==> config.mk <==
export PLATFORM = sky130hd
export DESIGN_NAME = csr_counter_unit_flat
export DESIGN_NICKNAME = d
export VERILOG_FILES = /design/src/rtl/csr_counter_unit_pkg.sv /design/src/rtl/csr_counter_unit_if.sv /design/src/rtl/csr_counter.sv /design/src/rtl/csr_counter_unit.sv /design/src/flat_wrapper.sv
export SDC_FILE = /design/constraint.sdc
export NUM_CORES = 2
export LEC_CHECK = 0
export ABC_AREA = 0
export ABC_CLOCK_PERIOD_IN_PS = 3950
export CAP_MARGIN = 20
export CORE_MARGIN = 5
export CORE_UTILIZATION = 49
export DETAILED_ROUTE_END_ITERATION = 10
export HOLD_SLACK_MARGIN = 0.12
export PLACE_DENSITY = 0.68
export SKIP_CTS_REPAIR_TIMING = 1
export SYNTH_ARGS = -nofsm -noshare
export SYNTH_HDL_FRONTEND = slang
export SYNTH_SLANG_ARGS = --single-unit
==> constraint.sdc <==
create_clock -name clk_i -period 3.95 [get_ports clk_i]
set_input_delay 0.79 -clock clk_i [delete_from_list [all_inputs] [get_ports clk_i]]
set_output_delay 0.79 -clock clk_i [all_outputs]
set_load 0.05 [all_outputs]
==> src/rtl/csr_counter_unit_pkg.sv <==
// Shared CSR definitions for the counter file: SYSTEM funct3 ops, counter CSR addresses
// and the read/set/clear write-value helper.
package csr_counter_unit_pkg;

    typedef enum logic [2:0] {
        FUNCT3_PRIV = 3'b000,
        CSRRW       = 3'b001,
        CSRRS       = 3'b010,
        CSRRC       = 3'b011,
        CSRRWI      = 3'b101,
        CSRRSI      = 3'b110,
        CSRRCI      = 3'b111
    } funct3_system_t;

    typedef enum logic [11:0] {
        CSR_REG_MCOUNTINHIBIT  = 12'h320,
        CSR_REG_MCYCLE         = 12'hB00,
        CSR_REG_MINSTRET       = 12'hB02,
        CSR_REG_MHPMCOUNTER3   = 12'hB03,
        CSR_REG_MCYCLEH        = 12'hB80,
        CSR_REG_MINSTRETH      = 12'hB82,
        CSR_REG_MHPMCOUNTER3H  = 12'hB83,
        CSR_REG_CYCLE          = 12'hC00,
        CSR_REG_TIME           = 12'hC01,
        CSR_REG_INSTRET        = 12'hC02,
        CSR_REG_HPMCOUNTER3    = 12'hC03,
        CSR_REG_CYCLEH         = 12'hC80,
        CSR_REG_TIMEH          = 12'hC81,
        CSR_REG_INSTRETH       = 12'hC82,
        CSR_REG_HPMCOUNTER3H   = 12'hC83
    } csr_reg_t;

    localparam int CSR_HPM_FIRST = 3;
    localparam int CSR_HPM_MAX   = 29;

    function automatic logic [31:0] csr_new_value(input funct3_system_t op,
                                                  input logic [31:0] old_val,
                                                  input logic [31:0] wdata);
        case (op)
            CSRRW, CSRRWI: return wdata;
            CSRRS, CSRRSI: return old_val | wdata;
            CSRRC, CSRRCI: return old_val & ~wdata;
            default:       return old_val;
        endcase
    endfunction

endpackage

==> src/rtl/csr_counter_unit_if.sv <==
// CSR access channel between the SYSTEM path (master) and the counter file (slave).
// Request is a single-cycle pulse; the response follows exactly one cycle later.
interface csr_counter_unit_if;
    import csr_counter_unit_pkg::*;

    logic           csr_req_i;
    logic [11:0]    csr_addr_i;
    funct3_system_t csr_op_i;
    logic [31:0]    csr_wdata_i;
    logic           csr_wr_en_i;
    logic           csr_rsp_valid_o;
    logic [31:0]    csr_rdata_o;
    logic           csr_illegal_o;

    modport master (
        output csr_req_i, csr_addr_i, csr_op_i, csr_wdata_i, csr_wr_en_i,
        input  csr_rsp_valid_o, csr_rdata_o, csr_illegal_o
    );

    modport slave (
        input  csr_req_i, csr_addr_i, csr_op_i, csr_wdata_i, csr_wr_en_i,
        output csr_rsp_valid_o, csr_rdata_o, csr_illegal_o
    );

endinterface

==> src/rtl/csr_counter.sv <==
// One CNT_WIDTH event counter with 32-bit half writes; a write in the same cycle
// as an increment wins and the increment is dropped. Update visible next cycle.
module csr_counter #(
    parameter int CNT_WIDTH = 64
) (
    input  logic                 clk_i,
    input  logic                 reset_ni,
    input  logic                 inc_i,
    input  logic                 inhibit_i,
    input  logic                 wr_lo_i,
    input  logic                 wr_hi_i,
    input  logic [31:0]          wdata_i,
    output logic [CNT_WIDTH-1:0] cnt_o
);
    localparam logic [CNT_WIDTH-1:0] ONE = CNT_WIDTH'(1);

    logic [CNT_WIDTH-1:0] cnt_q, cnt_d;
    logic [63:0]          cur64, wr64;
    logic                 unused_wr_bits;

    // Writes merge at 64 bits; anything above CNT_WIDTH is simply dropped.
    assign cur64          = 64'(cnt_q);
    assign wr64           = {wr_hi_i ? wdata_i : cur64[63:32], wr_lo_i ? wdata_i : cur64[31:0]};
    assign unused_wr_bits = ^wr64;

    always_comb begin
        cnt_d = cnt_q;
        if (wr_lo_i || wr_hi_i) begin
            cnt_d = wr64[CNT_WIDTH-1:0];
        end else if (inc_i && !inhibit_i) begin
            cnt_d = cnt_q + ONE;
        end
    end

    always_ff @(posedge clk_i or negedge reset_ni) begin
        if (!reset_ni) begin
            cnt_q <= '0;
        end else begin
            cnt_q <= cnt_d;
        end
    end

    assign cnt_o = cnt_q;

endmodule

==> src/rtl/csr_counter_unit.sv <==
// Performance counter CSR file: cycle, time, instret, NUM_HPM hpm counters and mcountinhibit.
// Registered response one cycle after each request; no backpressure, one request per cycle.
module csr_counter_unit
    import csr_counter_unit_pkg::*;
#(
    parameter  int NUM_HPM   = 4,
    parameter  int CNT_WIDTH = 64,
    parameter  int TIME_DIV  = 1,
    localparam int HPM_W     = (NUM_HPM > 0) ? NUM_HPM : 1
) (
    input  logic              clk_i,
    input  logic              reset_ni,
    csr_counter_unit_if.slave csr,
    input  logic              instret_i,
    input  logic [HPM_W-1:0]  hpm_event_i
);
    localparam int          NCNT     = CSR_HPM_FIRST + NUM_HPM;
    localparam int          PW       = (TIME_DIV > 1) ? $clog2(TIME_DIV) : 1;
    localparam logic [63:0] NMASK    = (64'd1 << NCNT) - 64'd1;
    localparam logic [31:0] INH_MASK = NMASK[31:0] & ~32'h2;

    logic [PW-1:0]   presc_q, presc_d;
    logic            time_tick;
    logic [31:0]     inhibit_q;
    logic            rsp_valid_q, illegal_q;
    logic [31:0]     rdata_q;

    logic [4:0]      idx;
    logic            hi, user_rng, mach_rng, is_inh, op_ok, wr_req, idx_ok, legal, inh_wr;
    logic [31:0]     old_val, new_val;
    logic [NCNT-1:0] wr_lo, wr_hi;
    logic [63:0]     cnt_ext [NCNT];

    assign time_tick = (presc_q == PW'(TIME_DIV - 1));
    assign presc_d   = time_tick ? '0 : presc_q + PW'(1);

    // Counter CSRs share one index space: [4:0] picks the counter, [7] the half.
    always_comb begin
        idx      = csr.csr_addr_i[4:0];
        hi       = csr.csr_addr_i[7];
        user_rng = (csr.csr_addr_i[11:8] == 4'hC) && (csr.csr_addr_i[6:5] == 2'b00);
        mach_rng = (csr.csr_addr_i[11:8] == 4'hB) && (csr.csr_addr_i[6:5] == 2'b00);
        is_inh   = (csr.csr_addr_i == CSR_REG_MCOUNTINHIBIT);
        op_ok    = csr.csr_op_i inside {CSRRW, CSRRS, CSRRC, CSRRWI, CSRRSI, CSRRCI};
        wr_req   = csr.csr_wr_en_i || (csr.csr_op_i == CSRRW) || (csr.csr_op_i == CSRRWI);
        idx_ok   = int'(idx) < NCNT;
        legal    = op_ok && (is_inh
                            || (user_rng && idx_ok && !wr_req)
                            || (mach_rng && idx_ok && (idx != 5'd1)));

        old_val = '0;
        if (is_inh) begin
            old_val = inhibit_q;
        end else begin
            for (int k = 0; k < NCNT; k++) begin
                if (int'(idx) == k) begin
                    old_val = hi ? cnt_ext[k][63:32] : cnt_ext[k][31:0];
                end
            end
        end
        new_val = csr_new_value(csr.csr_op_i, old_val, csr.csr_wdata_i);

        inh_wr = 1'b0;
        wr_lo  = '0;
        wr_hi  = '0;
        if (csr.csr_req_i && legal && wr_req) begin
            if (is_inh) begin
                inh_wr = 1'b1;
            end else begin
                for (int k = 0; k < NCNT; k++) begin
                    if (int'(idx) == k) begin
                        wr_lo[k] = !hi;
                        wr_hi[k] = hi;
                    end
                end
            end
        end
    end

    for (genvar g = 0; g < NCNT; g++) begin : g_cnt
        logic                 inc, inh;
        logic [CNT_WIDTH-1:0] val;

        if (g == 0) begin : g_cycle
            assign inc = 1'b1;
            assign inh = inhibit_q[0];
        end else if (g == 1) begin : g_time
            assign inc = time_tick;
            assign inh = 1'b0;
        end else if (g == 2) begin : g_instret
            assign inc = instret_i;
            assign inh = inhibit_q[2];
        end else begin : g_hpm
            assign inc = hpm_event_i[g-CSR_HPM_FIRST];
            assign inh = inhibit_q[g];
        end

        csr_counter #(.CNT_WIDTH(CNT_WIDTH)) u_cnt (
            .clk_i     (clk_i),
            .reset_ni  (reset_ni),
            .inc_i     (inc),
            .inhibit_i (inh),
            .wr_lo_i   (wr_lo[g]),
            .wr_hi_i   (wr_hi[g]),
            .wdata_i   (new_val),
            .cnt_o     (val)
        );

        assign cnt_ext[g] = 64'(val);
    end

    always_ff @(posedge clk_i or negedge reset_ni) begin
        if (!reset_ni) begin
            presc_q     <= '0;
            inhibit_q   <= '0;
            rsp_valid_q <= 1'b0;
            rdata_q     <= '0;
            illegal_q   <= 1'b0;
        end else begin
            presc_q     <= presc_d;
            rsp_valid_q <= csr.csr_req_i;
            if (inh_wr) begin
                inhibit_q <= new_val & INH_MASK;
            end
            if (csr.csr_req_i) begin
                rdata_q   <= legal ? old_val : 32'h0;
                illegal_q <= !legal;
            end
        end
    end

    assign csr.csr_rsp_valid_o = rsp_valid_q;
    assign csr.csr_rdata_o     = rdata_q;
    assign csr.csr_illegal_o   = illegal_q;

endmodule

==> src/flat_wrapper.sv <==
// flat-port wrapper written by rule: the top's interface ports become plain ports
module csr_counter_unit_flat import csr_counter_unit_pkg::*;
#(
    parameter  int NUM_HPM   = 4,
    parameter  int CNT_WIDTH = 64,
    parameter  int TIME_DIV  = 1,
    localparam int HPM_W     = (NUM_HPM > 0) ? NUM_HPM : 1
)
  (clk_i, reset_ni, instret_i, hpm_event_i, csr_csr_req_i, csr_csr_addr_i, csr_csr_op_i, csr_csr_wdata_i, csr_csr_wr_en_i, csr_csr_rsp_valid_o, csr_csr_rdata_o, csr_csr_illegal_o);
  csr_counter_unit_if csr_i ();
  input  logic clk_i;
  input  logic reset_ni;
  input  logic instret_i;
  input  logic [HPM_W-1:0] hpm_event_i;
  input wire logic [$bits(csr_i.csr_req_i)-1:0] csr_csr_req_i;
  input wire logic [$bits(csr_i.csr_addr_i)-1:0] csr_csr_addr_i;
  input wire logic [$bits(csr_i.csr_op_i)-1:0] csr_csr_op_i;
  input wire logic [$bits(csr_i.csr_wdata_i)-1:0] csr_csr_wdata_i;
  input wire logic [$bits(csr_i.csr_wr_en_i)-1:0] csr_csr_wr_en_i;
  output wire logic [$bits(csr_i.csr_rsp_valid_o)-1:0] csr_csr_rsp_valid_o;
  output wire logic [$bits(csr_i.csr_rdata_o)-1:0] csr_csr_rdata_o;
  output wire logic [$bits(csr_i.csr_illegal_o)-1:0] csr_csr_illegal_o;
  assign csr_i.csr_req_i = csr_csr_req_i;
  assign csr_i.csr_addr_i = csr_csr_addr_i;
  assign csr_i.csr_op_i = csr_csr_op_i;
  assign csr_i.csr_wdata_i = csr_csr_wdata_i;
  assign csr_i.csr_wr_en_i = csr_csr_wr_en_i;
  assign csr_csr_rsp_valid_o = csr_i.csr_rsp_valid_o;
  assign csr_csr_rdata_o = csr_i.csr_rdata_o;
  assign csr_csr_illegal_o = csr_i.csr_illegal_o;
  csr_counter_unit #(.NUM_HPM(NUM_HPM), .CNT_WIDTH(CNT_WIDTH), .TIME_DIV(TIME_DIV)) u_core (.clk_i(clk_i), .reset_ni(reset_ni), .csr(csr_i), .instret_i(instret_i), .hpm_event_i(hpm_event_i));
endmodule
Word level (Yosys, flattened, before mapping)
Index checks and enable logic that the tools add are counted.
{"block": "word_totals", "ff_bits": 489, "output_inout_bits": 34}
{"block": "op_classes", "n_addsub": 8, "n_lt_le_gt_ge": 1, "eq_ne": 32, "n_mux": 66, "bitwise_logic": 3, "n_reduce_logical": 58}
{"op": "32-bit 2-to-1 mux", "n": 30}
{"op": "64-bit 2-to-1 mux", "n": 14}
{"op": "64-bit by 1-bit adder with 64-bit output, second input constant", "n": 7}
{"op": "32-bit one-hot mux with 3 select lines", "n": 1}
{"op": "32-bit AND", "n": 1}
{"op": "32-bit NOT", "n": 1}
{"op": "32-bit bitwise OR", "n": 1}
{"op": "7-bit 2-to-1 mux", "n": 4}
{"op": "2-bit by 1-bit inequality test with 1-bit output, second input constant", "n": 14}
{"op": "2-bit AND reduction", "n": 14}
{"op": "1-bit 2-to-1 mux", "n": 17}
{"op": "5-bit by 4-bit == test with 1-bit output, second input constant", "n": 3}
{"op": "1-bit logical AND", "n": 14}
{"op": "12-bit by 10-bit == test with 1-bit output, second input constant", "n": 1}
{"op": "1-bit logical OR", "n": 11}
{"op": "5-bit by 3-bit == test with 1-bit output, second input constant", "n": 2}
{"op": "2-bit nonzero test", "n": 5}
{"op": "3-bit == test, second input constant", "n": 3}
{"op": "4-bit == test, second input constant", "n": 2}
{"op": "1-bit zero test", "n": 8}
{"op": "3-bit by 2-bit == test with 1-bit output, second input constant", "n": 2}
{"op": "6-bit nonzero test", "n": 1}
{"op": "2-bit OR reduction", "n": 3}
{"op": "5-bit by 2-bit == test with 1-bit output, second input constant", "n": 1}
{"op": "other kinds (7)", "n": 8}

Depth between registers and ports, before layout
{"block": "logic_depth", "ltp_word": 14, "depth_mapped": 13}

Cells and area by module
A second synthesis with hierarchy kept.
{"block": "unflattened", "cells_unflattened": 4384, "area_unflattened_um2": 36297.3}
{"mod": "csr_counter", "instances": 7, "cells_each": 520, "area_each_um2": 4242.8, "seq_area_each_um2": 1601.5}
{"mod": "csr_counter_unit", "instances": 1, "cells_each": 744, "area_each_um2": 6597.6, "seq_area_each_um2": 1001.0}

Worst setup path before layout
OpenSTA, ideal clock, no wires.
{"block": "synth_path", "path_type": "input-to-reg", "startpoint": "input csr_csr_addr_i[7]", "endpoint": "register u_core.g_cnt[5].u_cnt.cnt_q[14]", "setup_ps": 121, "arrival_time_ps": 3102, "required_time_ps": 3829, "slack_ps": 727, "stages": 12, "path_buffers": 5, "cell_sequence": "buf_2 buf_4 buf_4 buf_2 mux2i_1 nor3_1 a2111oi_0 nor2_1 a21oi_1 clkbuf_1 a32oi_1 o22a_1"}
{"block": "synth_between", "elab_chain_cells": 13}
{"element": "start, declared", "line": "flat_wrapper.sv:16", "text": "input wire logic [$bits(csr_i.csr_addr_i)-1:0] csr_csr_addr_i;"}
{"element": "32-bit 2-to-1 mux", "line": "csr_counter_unit.sv:57", "text": "old_val = hi ? cnt_ext[k][63:32] : cnt_ext[k][31:0];"}
{"element": "32-bit 2-to-1 mux (7 in a row)", "line": "csr_counter_unit.sv:56", "text": "if (int'(idx) == k) begin"}
{"element": "32-bit 2-to-1 mux", "line": "csr_counter_unit.sv:52", "text": "if (is_inh) begin"}
{"element": "32-bit AND or 32-bit bitwise OR (tied branches)", "line": "csr_counter_unit_pkg.sv:42, csr_counter_unit_pkg.sv:41"}
{"element": "32-bit one-hot mux with 3 select lines", "line": "csr_counter_unit_pkg.sv:39", "text": "case (op)"}
{"element": "32-bit 2-to-1 mux", "line": "csr_counter.sv:23", "text": "assign wr64 = {wr_hi_i ? wdata_i : cur64[63:32], wr_lo_i ? wdata_i : cur64[31:0]};"}
{"element": "64-bit 2-to-1 mux", "line": "csr_counter.sv:28", "text": "if (wr_lo_i || wr_hi_i) begin"}
{"element": "end signal, assigned", "line": "csr_counter.sv:39", "text": "cnt_q <= cnt_d;"}
{"element": "end, declared", "line": "csr_counter.sv:17", "text": "logic [CNT_WIDTH-1:0] cnt_q, cnt_d;"}
Several ways; a longest one is shown, not always the timed one. The select of a mux whose other input is x is not followed.
A chain may end at the register's enable or synchronous reset.

Final worst setup path
{"block": "layout_path", "startpoint": "input csr_csr_addr_i[1]", "endpoint": "register u_core.g_cnt[5].u_cnt.cnt_q[5]"}
{"block": "layout_between", "elab_chain_cells": 13}
{"element": "5-bit zero test", "line": "csr_counter_unit.sv:56"}
{"element": "32-bit 2-to-1 mux (7 in a row)", "line": "csr_counter_unit.sv:56"}
{"element": "32-bit 2-to-1 mux", "line": "csr_counter_unit.sv:52"}
{"element": "32-bit AND or 32-bit bitwise OR (tied branches)", "line": "csr_counter_unit_pkg.sv:42, csr_counter_unit_pkg.sv:41"}
{"element": "32-bit one-hot mux with 3 select lines", "line": "csr_counter_unit_pkg.sv:39"}
{"element": "32-bit 2-to-1 mux", "line": "csr_counter.sv:23"}
{"element": "64-bit 2-to-1 mux", "line": "csr_counter.sv:28"}
Several ways; a longest one is shown, not always the timed one. The select of a mux whose other input is x is not followed.

==> results.toml <==
[yosys]
mappedNetlistNets = 4182
async_reset_ff_share_pct = 100
synth_compound_area_share_pct = 26.9
post_synth.cell_area_avg_um2 = 8.28
synth_top_flop_cell = "sky130_fd_sc_hd__dfrtp_1"
total_of_warnings_raised_by_yosys = 0
synthXorXnorAreaFrac_pct = 1.67
seq_area_frac_synth_pct = 35.8
syn-cell-area_um2 = 34100
post_synth_num_cell_types = 100
netlist_instances = 4119
synth_mux_area_share_pct = 6.09
synth_top_family_by_area = "compound AO/OA/AOI/OAI gates"
adder_cell_share_of_the_synthesized_area_pct = 0.257
synth_edf_count = 0
simple_gate_area_share_of_the_yosys_netlist_pct = 24.7
yosys_register_bits = 488

[clock_tree]
cts.path.max_buffers = 3
clk-insertion-delay-late_ns = 0.67
number_of_buffers_inserted_during_clock_tree_synthesis = 58
cts-htree-levels = 2
cts.clk_slew.worst_paths_ns = 0.06
root_buffer = "sky130_fd_sc_hd__clkbuf_16"
tritoncts = "yes"
cts_sinks = 488

[timing]
finalHoldViolCount = 0
period_needed_ns = 3.59
finalCritPeriodShare_pct = 90.8
worst_pin_slew_ns = 1.11
setup_viol = 0
max-slew-margin-rel_pct = 26.3
max_freq_mhz = 279
clock-skew-final_ns = 0.0346
sum_neg_setup_slack_ns = 0
report.final.slew_viol_count = 0
grt_setup_unrepaired = "no"

[floorplanning]
floorplan.initialDensity_pct = 49.6
dieArea_um2 = 75000
fp.coreArea_um2 = 68800
die_w_um = 274
rows = 96
chipHeight_um = 274
top_level_ports = 90

[cells_and_area]
finalInstanceArea_um2 = 42300
final_common_cell = "sky130_fd_sc_hd__dfrtp_1"
area_growth_syn_to_layout_pct = 23.9
nets = 4575
stdcell_count = 5500
layout.cells.most_common_list = "sky130_fd_sc_hd__dfrtp_1, sky130_fd_sc_hd__buf_4, sky130_fd_sc_hd__a21oi_1, sky130_fd_sc_hd__nand2_1, sky130_fd_sc_hd__nor2_1"
post_route_cells_drive_above_1_share_pct = 17.4

[critical_path]
crit_path_end_kind = "flip-flop"
worstSetupStartpointType = "primary input"
worstSetupPathType = "in2reg"
worstPathMaxFanout = 9
ff2ff_setup_slack_ns = 0.65
critical_path_arrival_ns = 4.11
crit_required_ns = 4.48

[outcome]
outcome = "completed"

[routing]
post_drt_via_cell_ratio = 7.31
drt-met1-wl_um = 69100
drt_first_pass_iters = 6
highest-signal-layer = "met5"
route.final.wire_length_um = 181000
met2_wirelength_um = 71700
detailroute.via_count = 40200
avgRoutedWirePerCell_um = 32.9
detail_route.iter0.violations = 6687
drcViolationCount = 0
postRouteAntennaNets = 0
dr_wl_met3_um = 25300

[place]
numPortBuffers = 88
post-dp-hpwl_um = 138000
routabilityCongestion = 1.14
placed_instance_area_um2 = 40200
placedCellCount = 5383

[global_route]
antenna_found_initial = 9
wire_length_of_the_first_global_routing_pass_um = 258000
first_global_vias = 36400
pin_count_of_the_biggest_net_entering_global_routing = 76
overflow = 0
grt_util_all_layers_pct = 46.7

[worst_hold_path]
holdCritPathClass = "in2async"

[power]
worst_ir_drop_vdd_mv = 0.383
static-leakage-power_nw = 16.9
power_density_nw_per_um2 = 337

[run]
max-cap-violations = 0
## routing by layer
layer / vias to the layer above / track usage [%]
met3: 676 / 13.9
met4: 6 / 29.3
met2: 3290 / 64.6
met5: - / 0
met1: 19400 / 63.6
li1: 16800 / -
## worst paths after layout
kind,startpoint,end,cells past startpoint
max reg2reg,u_core.g_cnt[1].u_cnt.cnt_o[33],u_core.g_cnt[4].u_cnt.cnt_o[33],8
max in group asynchronous,reset_ni,u_core.g_cnt[1].u_cnt.cnt_o[63],2
min,reset_ni,u_core.g_cnt[4].u_cnt.cnt_o[40],1
min reg2reg,u_core.csr.csr_rdata_o[6],u_core.csr.csr_rdata_o[6],1
min in group clk_i,u_core.csr.csr_rdata_o[6],u_core.csr.csr_rdata_o[6],1
max,csr_csr_addr_i[1],u_core.g_cnt[5].u_cnt.cnt_o[5],13
## report_power, final
group / total (mW) / internal (mW) / leakage [nW] / switching [mW]
sequential: 5.88 / 5.30 / 6.28 / 0.586
clock: 5.79 / 3.33 / 0.990 / 2.46
combinational: 2.56 / 0.944 / 9.67 / 1.62
total: 14.2 / 9.57 / 16.9 / 4.66
## worst max-delay path: stages
cell	delay, ns
sky130_fd_sc_hd__clkdlybuf4s50_1	0.40
sky130_fd_sc_hd__buf_4	0.17
sky130_fd_sc_hd__buf_4	0.19
sky130_fd_sc_hd__and3b_1	0.20
sky130_fd_sc_hd__o21ai_0	0.57
sky130_fd_sc_hd__buf_4	0.24
sky130_fd_sc_hd__nand4bb_1	0.15
sky130_fd_sc_hd__a2111oi_0	0.54
sky130_fd_sc_hd__buf_4	0.21
sky130_fd_sc_hd__o31ai_1	0.10
sky130_fd_sc_hd__buf_4	0.25
sky130_fd_sc_hd__a32oi_1	0.19
sky130_fd_sc_hd__o41ai_1	0.10
## synthesized netlist by cell type (34+ instances only)
| cell type | instances | area (um^2) |
|---|---|---|
| sky130_fd_sc_hd__dfrtp_1 | 488 | 12200 |
| sky130_fd_sc_hd__nand3_1 | 235 | 1180 |
| sky130_fd_sc_hd__o22ai_1 | 67 | 419 |
| sky130_fd_sc_hd__mux2_2 | 34 | 383 |
| sky130_fd_sc_hd__o21ai_0 | 193 | 966 |
| sky130_fd_sc_hd__buf_2 | 64 | 320 |
| sky130_fd_sc_hd__a221oi_1 | 70 | 613 |
| sky130_fd_sc_hd__inv_1 | 63 | 236 |
| sky130_fd_sc_hd__or3_1 | 48 | 300 |
| sky130_fd_sc_hd__nand2_1 | 368 | 1380 |
| sky130_fd_sc_hd__and3_1 | 86 | 538 |
| sky130_fd_sc_hd__a21oi_1 | 376 | 1880 |
| sky130_fd_sc_hd__nand4_1 | 142 | 888 |
| sky130_fd_sc_hd__nor4_1 | 72 | 450 |
| sky130_fd_sc_hd__mux2i_1 | 103 | 1030 |
| sky130_fd_sc_hd__a211oi_1 | 64 | 480 |
| sky130_fd_sc_hd__clkbuf_1 | 213 | 800 |
| sky130_fd_sc_hd__o211ai_1 | 39 | 293 |
| sky130_fd_sc_hd__o31ai_1 | 41 | 308 |
| sky130_fd_sc_hd__a31oi_1 | 54 | 338 |
| sky130_fd_sc_hd__or4_1 | 38 | 285 |
| sky130_fd_sc_hd__o21ai_1 | 94 | 470 |
| sky130_fd_sc_hd__nor2_1 | 284 | 1070 |
| sky130_fd_sc_hd__xnor2_1 | 46 | 403 |
| sky130_fd_sc_hd__nor3_1 | 172 | 861 |
| sky130_fd_sc_hd__and4_1 | 49 | 429 |
## stage by stage
step | setup slack, ns | utilization [%] | total power [mW] | hold WS (ns)
2_1_floorplan | 0.727 | - | 6.81 | 0.440
3_3_place_gp | -0.171 | 58.5 | 8.31 | 0.464
3_5_place_dp | -0.152 | 58.5 | 8.34 | 0.468
4_1_cts | 0.531 | 61.4 | 14.0 | 0.181
5_1_grt | 0.331 | 61.4 | 14.5 | 0.177
6_report | 0.365 | 61.4 | 14.2 | 0.125
## flip-flops by register name (all words and copies together) (netlist names)
signal,count
u_core.g_cnt.u_cnt.cnt_o,448
u_core.csr.csr_illegal_o,1
u_core.inhibit_q,6
u_core.csr.csr_rsp_valid_o,1
u_core.csr.csr_rdata_o,32
## layout make-up
cell class                      count  area (um^2)
Sequential cell                   488        12200
Timing Repair Buffer              641         5990
Multi-Input combinational cell   3257        20600
Inverter                           66          248
Tap cell                          931         1160
Antenna cell                       10         25.0
Fill cell                        6180        26500
Clock inverter                     29          365
Clock buffer                       78         1650
## cell families (layout without fill, tap and decap cells)
| family | count (synthesis) | in the layout |
|---|---|---|
| compound gates | 1381 | 1381 |
| xor+xnor | 65 | 65 |
| fa+ha+maj | 7 | 7 |
| buf+inv | 374 | 814 |
| flops | 488 | 488 |
| mux | 169 | 169 |
| other cells | 0 | 10 |
| simple gates | 1635 | 1635 |
No activity file was read; power rests on OpenSTA's default activity.
